## config.mk

```make
export PLATFORM = sky130hd
export DESIGN_NAME = mem_access_unit_flat
export DESIGN_NICKNAME = d
export VERILOG_FILES = /design/src/rtl/riscv_mem_pkg.sv /design/src/rtl/mem_access_unit_if.sv /design/src/rtl/load_formatter.sv /design/src/rtl/mem_access_unit.sv /design/src/flat_wrapper.sv
export SDC_FILE = /design/constraint.sdc
export NUM_CORES = 1
export LEC_CHECK = 0
export ABC_AREA = 1
export CAP_MARGIN = 20
export CORE_UTILIZATION = 37
export DETAILED_ROUTE_END_ITERATION = 8
export GPL_TIMING_DRIVEN = 0
export HOLD_SLACK_MARGIN = 0.05
export PLACE_DENSITY_LB_ADDON = 0.1
export SLEW_MARGIN = 20
export SYNTH_ARGS = -nofsm -noshare
export SYNTH_HDL_FRONTEND = slang
export SYNTH_SLANG_ARGS = --single-unit
```

## constraint.sdc

```tcl
create_clock -name i_clk -period 2.1 [get_ports i_clk]
set_input_delay 0.315 -clock i_clk [delete_from_list [all_inputs] [get_ports i_clk]]
set_output_delay 0.315 -clock i_clk [all_outputs]
set_load 0.05 [all_outputs]
```

## src/rtl/riscv_mem_pkg.sv

```systemverilog
// Shared constants and types for the MEM-stage load/store unit.
// Holds RV32I load/store funct3 encodings, FSM states and the counter width helper.
package riscv_mem_pkg;

  localparam logic [2:0] LB  = 3'b000;
  localparam logic [2:0] LH  = 3'b001;
  localparam logic [2:0] LW  = 3'b010;
  localparam logic [2:0] LBU = 3'b100;
  localparam logic [2:0] LHU = 3'b101;
  localparam logic [2:0] SB  = 3'b000;
  localparam logic [2:0] SH  = 3'b001;
  localparam logic [2:0] SW  = 3'b010;

  typedef enum logic [1:0] {
    StIdle,
    StReq,
    StWaitR,
    StDone
  } mem_state_e;

  // Never narrower than one bit so tiny timeouts still elaborate.
  function automatic int unsigned cnt_width(int unsigned n);
    return (n <= 2) ? 1 : $clog2(n);
  endfunction

endpackage

```

## src/rtl/mem_access_unit_if.sv

```systemverilog
// Data-memory req/gnt/rvalid bus; master is the load/store unit, slave is the memory.
interface mem_access_unit_if;

  logic        dmem_req;
  logic        dmem_we;
  logic [31:0] dmem_addr;
  logic [3:0]  dmem_be;
  logic [31:0] dmem_wdata;
  logic        dmem_gnt;
  logic        dmem_rvalid;
  logic [31:0] dmem_rdata;

  modport master (
    output dmem_req,
    output dmem_we,
    output dmem_addr,
    output dmem_be,
    output dmem_wdata,
    input  dmem_gnt,
    input  dmem_rvalid,
    input  dmem_rdata
  );

  modport slave (
    input  dmem_req,
    input  dmem_we,
    input  dmem_addr,
    input  dmem_be,
    input  dmem_wdata,
    output dmem_gnt,
    output dmem_rvalid,
    output dmem_rdata
  );

endinterface

```

## src/rtl/load_formatter.sv

```systemverilog
// Selects the addressed byte/half/word lane of a read word and sign- or zero-extends it.
module load_formatter
  import riscv_mem_pkg::*;
(
  input  logic [31:0] i_rdata,
  input  logic [1:0]  i_addr_lo,
  input  logic [2:0]  i_funct3,
  output logic [31:0] o_data
);

  logic [7:0]  w_byte;
  logic [15:0] w_half;

  always_comb begin
    w_byte = 8'(i_rdata >> {i_addr_lo, 3'b000});
    w_half = i_addr_lo[1] ? i_rdata[31:16] : i_rdata[15:0];
    o_data = '0;
    case (i_funct3)
      LB:      o_data = {{24{w_byte[7]}}, w_byte};
      LBU:     o_data = {24'h000000, w_byte};
      LH:      o_data = {{16{w_half[15]}}, w_half};
      LHU:     o_data = {16'h0000, w_half};
      LW:      o_data = i_rdata;
      default: o_data = '0;
    endcase
  end

endmodule

```

## src/rtl/mem_access_unit.sv

```systemverilog
// MEM-stage load/store unit: issues one bus access per instruction, stalls until it completes,
// and registers the formatted load result for the following WB cycle.
module mem_access_unit
  import riscv_mem_pkg::*;
#(
  parameter int unsigned TIMEOUT_CYCLES = 16
) (
  input  logic              i_clk,
  input  logic              i_rst,
  input  logic              i_ex_mem_valid,
  input  logic              i_ex_mem_load,
  input  logic              i_ex_mem_store,
  input  logic [2:0]        i_ex_mem_funct3,
  input  logic [31:0]       i_ex_mem_addr,
  input  logic [31:0]       i_ex_mem_store_data,
  output logic [31:0]       o_mem_read_data,
  output logic              o_mem_stall,
  output logic              o_mem_misaligned,
  output logic              o_mem_bus_error,
  mem_access_unit_if.master dmem
);

  localparam int unsigned     CntW    = cnt_width(TIMEOUT_CYCLES);
  localparam logic [CntW-1:0] CntLast = CntW'(TIMEOUT_CYCLES - 1);

  mem_state_e      r_state, w_state_d;
  logic [CntW-1:0] r_cnt;
  logic [31:0]     r_read_data;

  logic        w_is_mem, w_ld_legal, w_st_legal, w_aligned, w_pending, w_bad, w_timeout;
  logic        w_req, w_stall, w_mis, w_err, w_cnt_clr, w_capture, w_clear_rd;
  logic [3:0]  w_be;
  logic [31:0] w_wdata, w_fmt;

  always_comb begin
    w_is_mem   = i_ex_mem_valid & (i_ex_mem_load | i_ex_mem_store);
    w_ld_legal = i_ex_mem_funct3 inside {LB, LH, LW, LBU, LHU};
    w_st_legal = i_ex_mem_funct3 inside {SB, SH, SW};
    unique case (i_ex_mem_funct3[1:0])
      2'b01:   w_aligned = ~i_ex_mem_addr[0];
      2'b10:   w_aligned = (i_ex_mem_addr[1:0] == 2'b00);
      default: w_aligned = 1'b1;
    endcase
    w_pending = w_is_mem & (~i_ex_mem_load | w_ld_legal) & (~i_ex_mem_store | w_st_legal)
              & w_aligned;
    w_bad     = w_is_mem & ~w_pending;
    w_timeout = (r_cnt == CntLast);
  end

  always_comb begin
    unique case (i_ex_mem_funct3[1:0])
      2'b00: begin
        w_be    = 4'b0001 << i_ex_mem_addr[1:0];
        w_wdata = {4{i_ex_mem_store_data[7:0]}};
      end
      2'b01: begin
        w_be    = i_ex_mem_addr[1] ? 4'b1100 : 4'b0011;
        w_wdata = {2{i_ex_mem_store_data[15:0]}};
      end
      default: begin
        w_be    = 4'b1111;
        w_wdata = i_ex_mem_store_data;
      end
    endcase
  end

  load_formatter u_load_formatter (
    .i_rdata   (dmem.dmem_rdata),
    .i_addr_lo (i_ex_mem_addr[1:0]),
    .i_funct3  (i_ex_mem_funct3),
    .o_data    (w_fmt)
  );

  always_comb begin
    w_state_d  = r_state;
    w_req      = 1'b0;
    w_stall    = 1'b0;
    w_mis      = 1'b0;
    w_err      = 1'b0;
    w_cnt_clr  = 1'b0;
    w_capture  = 1'b0;
    w_clear_rd = 1'b0;
    case (r_state)
      StIdle: begin
        if (w_pending) begin
          w_req     = 1'b1;
          w_stall   = 1'b1;
          w_cnt_clr = 1'b1;
          if (dmem.dmem_gnt) w_state_d = i_ex_mem_load ? StWaitR : StDone;
          else               w_state_d = StReq;
        end else if (w_bad) begin
          w_mis      = 1'b1;
          w_clear_rd = i_ex_mem_load;
        end
      end
      StReq: begin
        w_req   = 1'b1;
        w_stall = 1'b1;
        if (dmem.dmem_gnt) begin
          w_cnt_clr = 1'b1;
          w_state_d = i_ex_mem_load ? StWaitR : StDone;
        end else if (w_timeout) begin
          w_err      = 1'b1;
          w_clear_rd = i_ex_mem_load;
          w_state_d  = StDone;
        end
      end
      StWaitR: begin
        w_stall = 1'b1;
        if (dmem.dmem_rvalid) begin
          w_capture = 1'b1;
          w_state_d = StDone;
        end else if (w_timeout) begin
          w_err      = 1'b1;
          w_clear_rd = 1'b1;
          w_state_d  = StDone;
        end
      end
      StDone:  w_state_d = StIdle;
      default: w_state_d = StIdle;
    endcase
    // The state register may still hold a mid-access state during the reset cycle.
    if (i_rst) begin
      w_req   = 1'b0;
      w_stall = 1'b0;
      w_mis   = 1'b0;
      w_err   = 1'b0;
    end
  end

  always_ff @(posedge i_clk) begin
    if (i_rst) begin
      r_state     <= StIdle;
      r_cnt       <= '0;
      r_read_data <= '0;
    end else begin
      r_state <= w_state_d;
      if (w_cnt_clr) begin
        r_cnt <= '0;
      end else if (r_state == StReq || r_state == StWaitR) begin
        r_cnt <= r_cnt + 1'b1;
      end
      if (w_capture) begin
        r_read_data <= w_fmt;
      end else if (w_clear_rd) begin
        r_read_data <= '0;
      end
    end
  end

  assign dmem.dmem_req   = w_req;
  assign dmem.dmem_we    = w_req & i_ex_mem_store;
  assign dmem.dmem_addr  = w_req ? {i_ex_mem_addr[31:2], 2'b00} : 32'h0;
  assign dmem.dmem_be    = w_req ? w_be : 4'b0000;
  assign dmem.dmem_wdata = w_req ? w_wdata : 32'h0;

  assign o_mem_read_data  = r_read_data;
  assign o_mem_stall      = w_stall;
  assign o_mem_misaligned = w_mis;
  assign o_mem_bus_error  = w_err;

endmodule

```

## src/flat_wrapper.sv

```systemverilog
// flat-port wrapper written by rule: the top's interface ports become plain ports
module mem_access_unit_flat import riscv_mem_pkg::*;
#(
  parameter int unsigned TIMEOUT_CYCLES = 16
)
  (i_clk, i_rst, i_ex_mem_valid, i_ex_mem_load, i_ex_mem_store, i_ex_mem_funct3, i_ex_mem_addr, i_ex_mem_store_data, o_mem_read_data, o_mem_stall, o_mem_misaligned, o_mem_bus_error, dmem_dmem_req, dmem_dmem_we, dmem_dmem_addr, dmem_dmem_be, dmem_dmem_wdata, dmem_dmem_gnt, dmem_dmem_rvalid, dmem_dmem_rdata);
  mem_access_unit_if dmem_i ();
  input  logic i_clk;
  input  logic i_rst;
  input  logic i_ex_mem_valid;
  input  logic i_ex_mem_load;
  input  logic i_ex_mem_store;
  input  logic [2:0] i_ex_mem_funct3;
  input  logic [31:0] i_ex_mem_addr;
  input  logic [31:0] i_ex_mem_store_data;
  output logic [31:0] o_mem_read_data;
  output logic o_mem_stall;
  output logic o_mem_misaligned;
  output logic o_mem_bus_error;
  output wire logic [$bits(dmem_i.dmem_req)-1:0] dmem_dmem_req;
  output wire logic [$bits(dmem_i.dmem_we)-1:0] dmem_dmem_we;
  output wire logic [$bits(dmem_i.dmem_addr)-1:0] dmem_dmem_addr;
  output wire logic [$bits(dmem_i.dmem_be)-1:0] dmem_dmem_be;
  output wire logic [$bits(dmem_i.dmem_wdata)-1:0] dmem_dmem_wdata;
  input wire logic [$bits(dmem_i.dmem_gnt)-1:0] dmem_dmem_gnt;
  input wire logic [$bits(dmem_i.dmem_rvalid)-1:0] dmem_dmem_rvalid;
  input wire logic [$bits(dmem_i.dmem_rdata)-1:0] dmem_dmem_rdata;
  assign dmem_dmem_req = dmem_i.dmem_req;
  assign dmem_dmem_we = dmem_i.dmem_we;
  assign dmem_dmem_addr = dmem_i.dmem_addr;
  assign dmem_dmem_be = dmem_i.dmem_be;
  assign dmem_dmem_wdata = dmem_i.dmem_wdata;
  assign dmem_i.dmem_gnt = dmem_dmem_gnt;
  assign dmem_i.dmem_rvalid = dmem_dmem_rvalid;
  assign dmem_i.dmem_rdata = dmem_dmem_rdata;
  mem_access_unit #(.TIMEOUT_CYCLES(TIMEOUT_CYCLES)) u_core (.i_clk(i_clk), .i_rst(i_rst), .i_ex_mem_valid(i_ex_mem_valid), .i_ex_mem_load(i_ex_mem_load), .i_ex_mem_store(i_ex_mem_store), .i_ex_mem_funct3(i_ex_mem_funct3), .i_ex_mem_addr(i_ex_mem_addr), .i_ex_mem_store_data(i_ex_mem_store_data), .o_mem_read_data(o_mem_read_data), .o_mem_stall(o_mem_stall), .o_mem_misaligned(o_mem_misaligned), .o_mem_bus_error(o_mem_bus_error), .dmem(dmem_i));
endmodule
```

---- Word-level counts from Yosys, hierarchy flattened ----
Index checks and enable logic that the tools add are counted.
W data, S select, Z words.
operators by class
  add/sub/neg operators ................... 1
  equality and inequality tests ........... 11
  bitwise gates (word level) .............. 13
  reduce and logical (&&, ||, !) cells .... 10
  shift-type cells ........................ 2
  multiplexer cells ....................... 41
operators with widths
  kind                   count
  $pmux W32 S5           1
  $mux W32               4
  $pmux W32 S2           1
  $shr A32 B5 Y8         1
  $mux W1                19
  $mux W16               1
  $mux W2                5
  $pmux W1 S2            5
  $mux W4                2
  $pmux W2 S4            1
  $pmux W4 S2            1
  $and A1 B1 Y1          6
  $eq A2 B2 Y1 const B   3
  $eq A3 B3 Y1 const B   2
  $logic_not A2 Y1       3
  $reduce_bool A5 Y1     1
  $add A4 B1 Y4 const B  1
  $eq A2 B1 Y1 const B   2
  $eq A4 B4 Y1 const B   1
  $not A1 Y1             4
  $reduce_or A2 Y1       2
  $shl A1 B2 Y4 const A  1
  $eq A3 B1 Y1 const B   1
  $eq A3 B2 Y1 const B   1
  other kinds (7)        9
word-level totals
  input port bits ......................... 106
  word-level logic and storage cells ...... 81
  register bits after elaboration ......... 38

---- Longest topological paths before layout ----
  depth after elaboration ................. 13
  depth in mapped cells ................... 13
  gate-level depth less buffers ........... 12

---- Cells and area by module ----
Synthesis repeated with hierarchy kept, for this count alone.
second synthesis, totals
  cells, all modules ...................... 631
  area, all modules ....................... 3,447.1 um^2
by module, submodules not included
  module           area an instance (um^2)  cells an instance  times used
  mem_access_unit  2,519.9                  415                1
  load_formatter   927.1                    216                1

---- Worst setup path before layout ----
OpenSTA, ideal clock, no wires.
  path type ............................... input -> output
  start ................................... input i_ex_mem_funct3[1]
  end ..................................... output dmem_dmem_wdata[15]
  path slack .............................. -671 ps
  arrival time ............................ 2,456 ps
  required time ........................... 1,785 ps
  stages on the path ...................... 10
  cell sequence ........................... inv_1 -> ha_1 -> nor2_1 -> nand3_1 -> nand2_1 -> nor2_2 -> nand3_2 -> a21oi_4 -> o21ai_1 -> a21oi_1
between the ends
  word-level cells in the longest chain between the ends .. 10
  elaborated cells between the ends (all ways) .. 21
  those cells by class .................... 6 x eq/ne; 6 x mux; 5 x bitwise; 4 x reduce/logical
ends and longest elaborated chain
  what                                        line                                          source
  from (decl)                                 flat_wrapper.sv:13                            input logic [2:0] i_ex_mem_funct3;
  $eq A3 B1 Y1, or another cell as far along  mem_access_unit.sv:37, mem_access_unit.sv:38
  $reduce_bool A5 Y1                          mem_access_unit.sv:37                         w_ld_legal = i_ex_mem_funct3 inside {LB, LH, LW, LBU, LHU};
  $or A1 B1 Y1                                mem_access_unit.sv:44                         w_pending = w_is_mem & (~i_ex_mem_load | w_ld_legal) & (~i_ex_mem_store | w_st_legal)
  $and A1 B1 Y1 (2 in series)                 mem_access_unit.sv:44
  $and A1 B1 Y1 *                             mem_access_unit.sv:45                         & w_aligned;
  $mux W1 *                                   mem_access_unit.sv:85                         if (w_pending) begin
  $pmux W1 S2 *                               mem_access_unit.sv:83                         case (r_state)
  $mux W1 *                                   mem_access_unit.sv:123                        if (i_rst) begin
  net dmem_dmem_req                           flat_wrapper.sv:20                            output wire logic [$bits(dmem_i.dmem_req)-1:0] dmem_dmem_req;
  $mux W32 *                                  mem_access_unit.sv:155                        assign dmem.dmem_wdata = w_req ? w_wdata : 32'h0;
  to (decl)                                   flat_wrapper.sv:24                            output wire logic [$bits(dmem_i.dmem_wdata)-1:0] dmem_dmem_wdata;
The timed path passes the listed nets; every way through them passes the cells marked *.

---- Worst setup path after layout ----
  start ................................... input i_ex_mem_funct3[1]
  end ..................................... output dmem_dmem_wdata[0]
between the ends
  word-level cells in the longest chain between the ends .. 10
  elaborated cells between the ends (all ways) .. 19
  those cells by class .................... 6 x eq/ne; 5 x mux; 5 x bitwise; 3 x reduce/logical
ends and longest elaborated chain
  what                                        line
  $eq A3 B1 Y1, or another cell as far along  mem_access_unit.sv:37, mem_access_unit.sv:38
  $reduce_bool A5 Y1                          mem_access_unit.sv:37
  $or A1 B1 Y1                                mem_access_unit.sv:44
  $and A1 B1 Y1 (2 in series)                 mem_access_unit.sv:44
  $and A1 B1 Y1 *                             mem_access_unit.sv:45
  $mux W1 *                                   mem_access_unit.sv:85
  $pmux W1 S2 *                               mem_access_unit.sv:83
  $mux W1 *                                   mem_access_unit.sv:123
  $mux W32 *                                  mem_access_unit.sv:155
Mark *: on every way between the ends. The rest lies on a longest branch, timed or not.

==> run summary <==
The run finished, with violations left. The final reports fail on setup timing. The CTS root buffer was clkbuf_8. Tracing the worst setup path back leads to its startpoint at i_ex_mem_funct3[1]. The detailed-route vias per instance is 5.31, and the insertion delay to the later sink of the worst-skew pair is 290 ps.

In the routed design, unresolved DRC markers number 0. The run gives -149 ps as the worst setup slack after layout. The tools report the critical path launch point type as an input pin.

The clock group share of total power came out at 0.233. The worst setup path is captured at a primary output. The internal power consumption is 1680 uW, and the fmax is 445 MHz. The fraction of layout cells with a size suffix above 1 came out at 0.326.

The logs give 0.310 for the global-route usage over all layers and 33 for the row count. The start-to-end type of the worst setup path is input pin to primary output. The via count of the first global-routing pass was 4413; the total vias in the final route was 4692.

The reg-to-reg critical path endpoint was u_core.o_mem_read_data[5]. The max-cap check violation count is 0, and the number of warnings printed during yosys synthesis is 0. Of all cell types, the one taking the most synthesized area is dfxtp_1. Average size of a mapped cell: 6.11 um2.

For this run, the post-layout net count is 893. Leaving out fill and tap cells, the most frequent cell in the layout is clkdlybuf4s50_1. Along the worst hold path, the cell count comes to 4.

After legalization and detailed placement, the total HPWL measured 10500 um. The maximum vdd ir drop is 382 uV. The worst hold path begins at i_ex_mem_load. Data on the critical path is required at its endpoint by 1780 ps. Switching share of total power: 0.375. The path with the worst hold slack has its endpoint at u_core.r_state[0]. The die is 95.5 um tall. From left edge to right edge, the die measures 95.5 um. The clock passes through at most 2 buffers. The flip-flop and latch count after synthesis works out to 38.

The relative max-transition margin is 0.646. After clock tree synthesis, the flow added hold-fix buffers numbering 0. Buffers placed on the I/O ports in this run total 208.

The run gives 529 as the gate count of the mapped netlist. Data on the critical path arrives at its endpoint at 1930 ps. The library cells used most frequently in the layout, excluding fill and tap cells, are clkdlybuf4s50_1, nand2_1, inv_1, nor2_4, a21oi_1.

The number of antenna violations at the first check in global routing was 0; the final critical-path share of the clock period was 1.07. The portion of the post-synthesis area used by sequential elements was 0.235. Net switching power figure: 1010 uW. TritonCTS built the clock tree. Routability-driven placement finished with a final weighted congestion of 0.916. Setup repair after global routing could not meet its margin everywhere.

The run gives 3230 um2 as the summed instance area of the synthesized netlist. The run gives 0.807 as the final core utilization. The number of top-level pins is 211. The wire length of the first global-routing pass came out at 21900 um.

The power share of the sequential group came out at 0.276. The repair_antennas step left the layout with diodes totalling 0. Clock-pin slew was measured on the worst setup and hold paths at 70 ps. By area the synthesized netlist is led by dfxtp_1, nand2_1, a21oi_1, nand3_1, inv_1. The routed length per placed instance was 17.1 um; the hold violation total from the final report was 0.

The most instantiated flip-flop cell in the synthesis netlist is dfxtp_1. In this run the worst hold path is classified as input pin to register. The number of setup violations in the final report came out at 66. For this design the ratio of total power to cell area is 398 nW/um2. The number of clock sinks seen by CTS was 38; the top fanout value on the critical path was 10.

The share of flip-flops with an asynchronous set or reset after synthesis is 0, and the maximum level of the CTS H-tree is 2. The tools report the slack of the worst reg-to-reg path as 240 ps. The starting density of the core was 0.388; the area growth from synthesis to final layout was 108%. The maximum number of pins on one net before global-route repair is 12. For this block, the routed nets add up to 15100 um of wire. The pre-antenna-repair detailed-routing pass consisted of 5 iterations. Clock skew on the completed layout was measured at 7.09 ps. The number of synthesized flops with an enable pin is 0. The logs give 0.491 for the combinational share of power and 0.00287 uW for the leakage power figure. At the pin with the least slew margin, the transition time is 529 ps. Measured in cells, the most critical reg-to-reg path has a length of 7. The area share of the largest cell type after synthesis works out to 0.235. The worst reg2reg path startpoint was u_core.r_state[0]. The final number of max-transition violations was 0; the total congestion overflow after global routing was 0.

The floorplan step defined a core boundary enclosing 8340 um2. Number of DRC violations after detailed-routing iteration 0: 337. The die covers 9120 um2. The netlist uses 35 different library cells. The minimum clock period is 2250 ps. OpenSTA, run right after detailed placement, puts the worst setup slack at -1690 ps. Buffers inserted during clock tree synthesis total 5. The post-detailed-route count of antenna-violating nets came out at 0.
-- critical path, cell delays in order --
cell and delay, ps:
buf_12 120, inv_16 50, ha_4 170, nor2_4 50, nand3_2 70, nand2_2 60
nor2_4 140, nand3_4 90, a21oi_4 190, buf_12 160, inv_16 70, buf_12 160
nor2_4 110, buf_8 150
-- logic make-up after synthesis --
| family | share of synthesized area |
|---|---|
| multiplexers | 0.00309 |
| other | 0.00116 |
| adder cells (fa/ha/maj) | 0.0309 |
| AND/OR/NAND/NOR | 0.382 |
| AO/OA/AOI/OAI | 0.200 |
| XOR/XNOR | 0.00542 |
| flip-flops | 0.235 |
| buffers and inverters | 0.142 |
-- synth_stat cells, types with 2 or more instances --
cell / count
nand2_1: 94
inv_1: 67
a21oi_1: 59
nor2_1: 57
nand3_1: 53
dfxtp_1: 38
nor2_2: 38
o21ai_0: 27
clkbuf_1: 17
o221ai_1: 13
nor2_4: 9
ha_1: 8
buf_2: 5
buf_4: 5
buf_6: 5
or2_2: 5
o22ai_1: 3
a211oi_1: 2
a31oi_1: 2
buf_1: 2
inv_2: 2
nor3_1: 2
o211ai_1: 2
o21ai_1: 2
xor2_1: 2
-- flip-flops by register name, indices dropped and copies added, names as in the netlist --
name                    flops
u_core.r_state              2
u_core.o_mem_read_data     32
u_core.r_cnt                4
-- power by group through the flow --
stage          logic (uW)  registers, uW  clock network, uW
2_1_floorplan         651            770                  0
3_3_place_gp         1070            754                  0
3_5_place_dp         1090            755                  0
4_1_cts              1240            738                633
5_1_grt              1390            740                671
6_report             1320            739                625
-- through the flow --
stage | hold WS (ps) | instance area [um2] | TNS [ps] | power (uW) | cells
floorplan | 457 | 3610 | -17830 | 1420 | 530
global placement | 470 | 5830 | -122110 | 1820 | 843
detailed placement | 471 | 5830 | -126990 | 1840 | 843
CTS | 482 | 6520 | -5770 | 2610 | 881
global route | 432 | 6730 | -11640 | 2800 | 884
finish | 446 | 6730 | -7020 | 2680 | 884
-- how the worst max path moves through the flow --
stage	endpoint	slack, ps	depth (start not counted)
6_report	dmem_dmem_wdata[0]	-150	14
3_3_place_gp	dmem_dmem_be[1]	-1640	12
5_1_grt	dmem_dmem_wdata[0]	-220	14
2_1_floorplan	dmem_dmem_wdata[10]	-280	10
4_1_cts	dmem_dmem_wdata[29]	-120	15
3_5_place_dp	dmem_dmem_be[1]	-1690	12
-- timing repair --
item                                    in CTS  in global routing
setup buffers                               27                  6
pin swaps                                   17                 20
endpoints found under the setup margin     103                103
cloned                                       4                  1
resized for setup                          568                 68
-- area by class of cell --
class,instances,area [um2]
repair buffers,243,2620
multi-input cells,387,2520
fillers,524,1610
flip-flops and latches,38,763
inverters,71,309
plain buffers,33,270
well taps,105,131
clock buffers,6,82.6
clock inverters,1,30.0
-- routing by layer --
metal  global-route usage  routed length [um]  vias to the layer above
met2                0.565                7620                      271
met3               0.0662                1360                       60
met1                0.346                5480                     2155
li1                     -                   -                     2206
met5                    0                   0                        -
met4                0.127                 631                        0
Note: power is estimated with default switching activity, not from simulation.
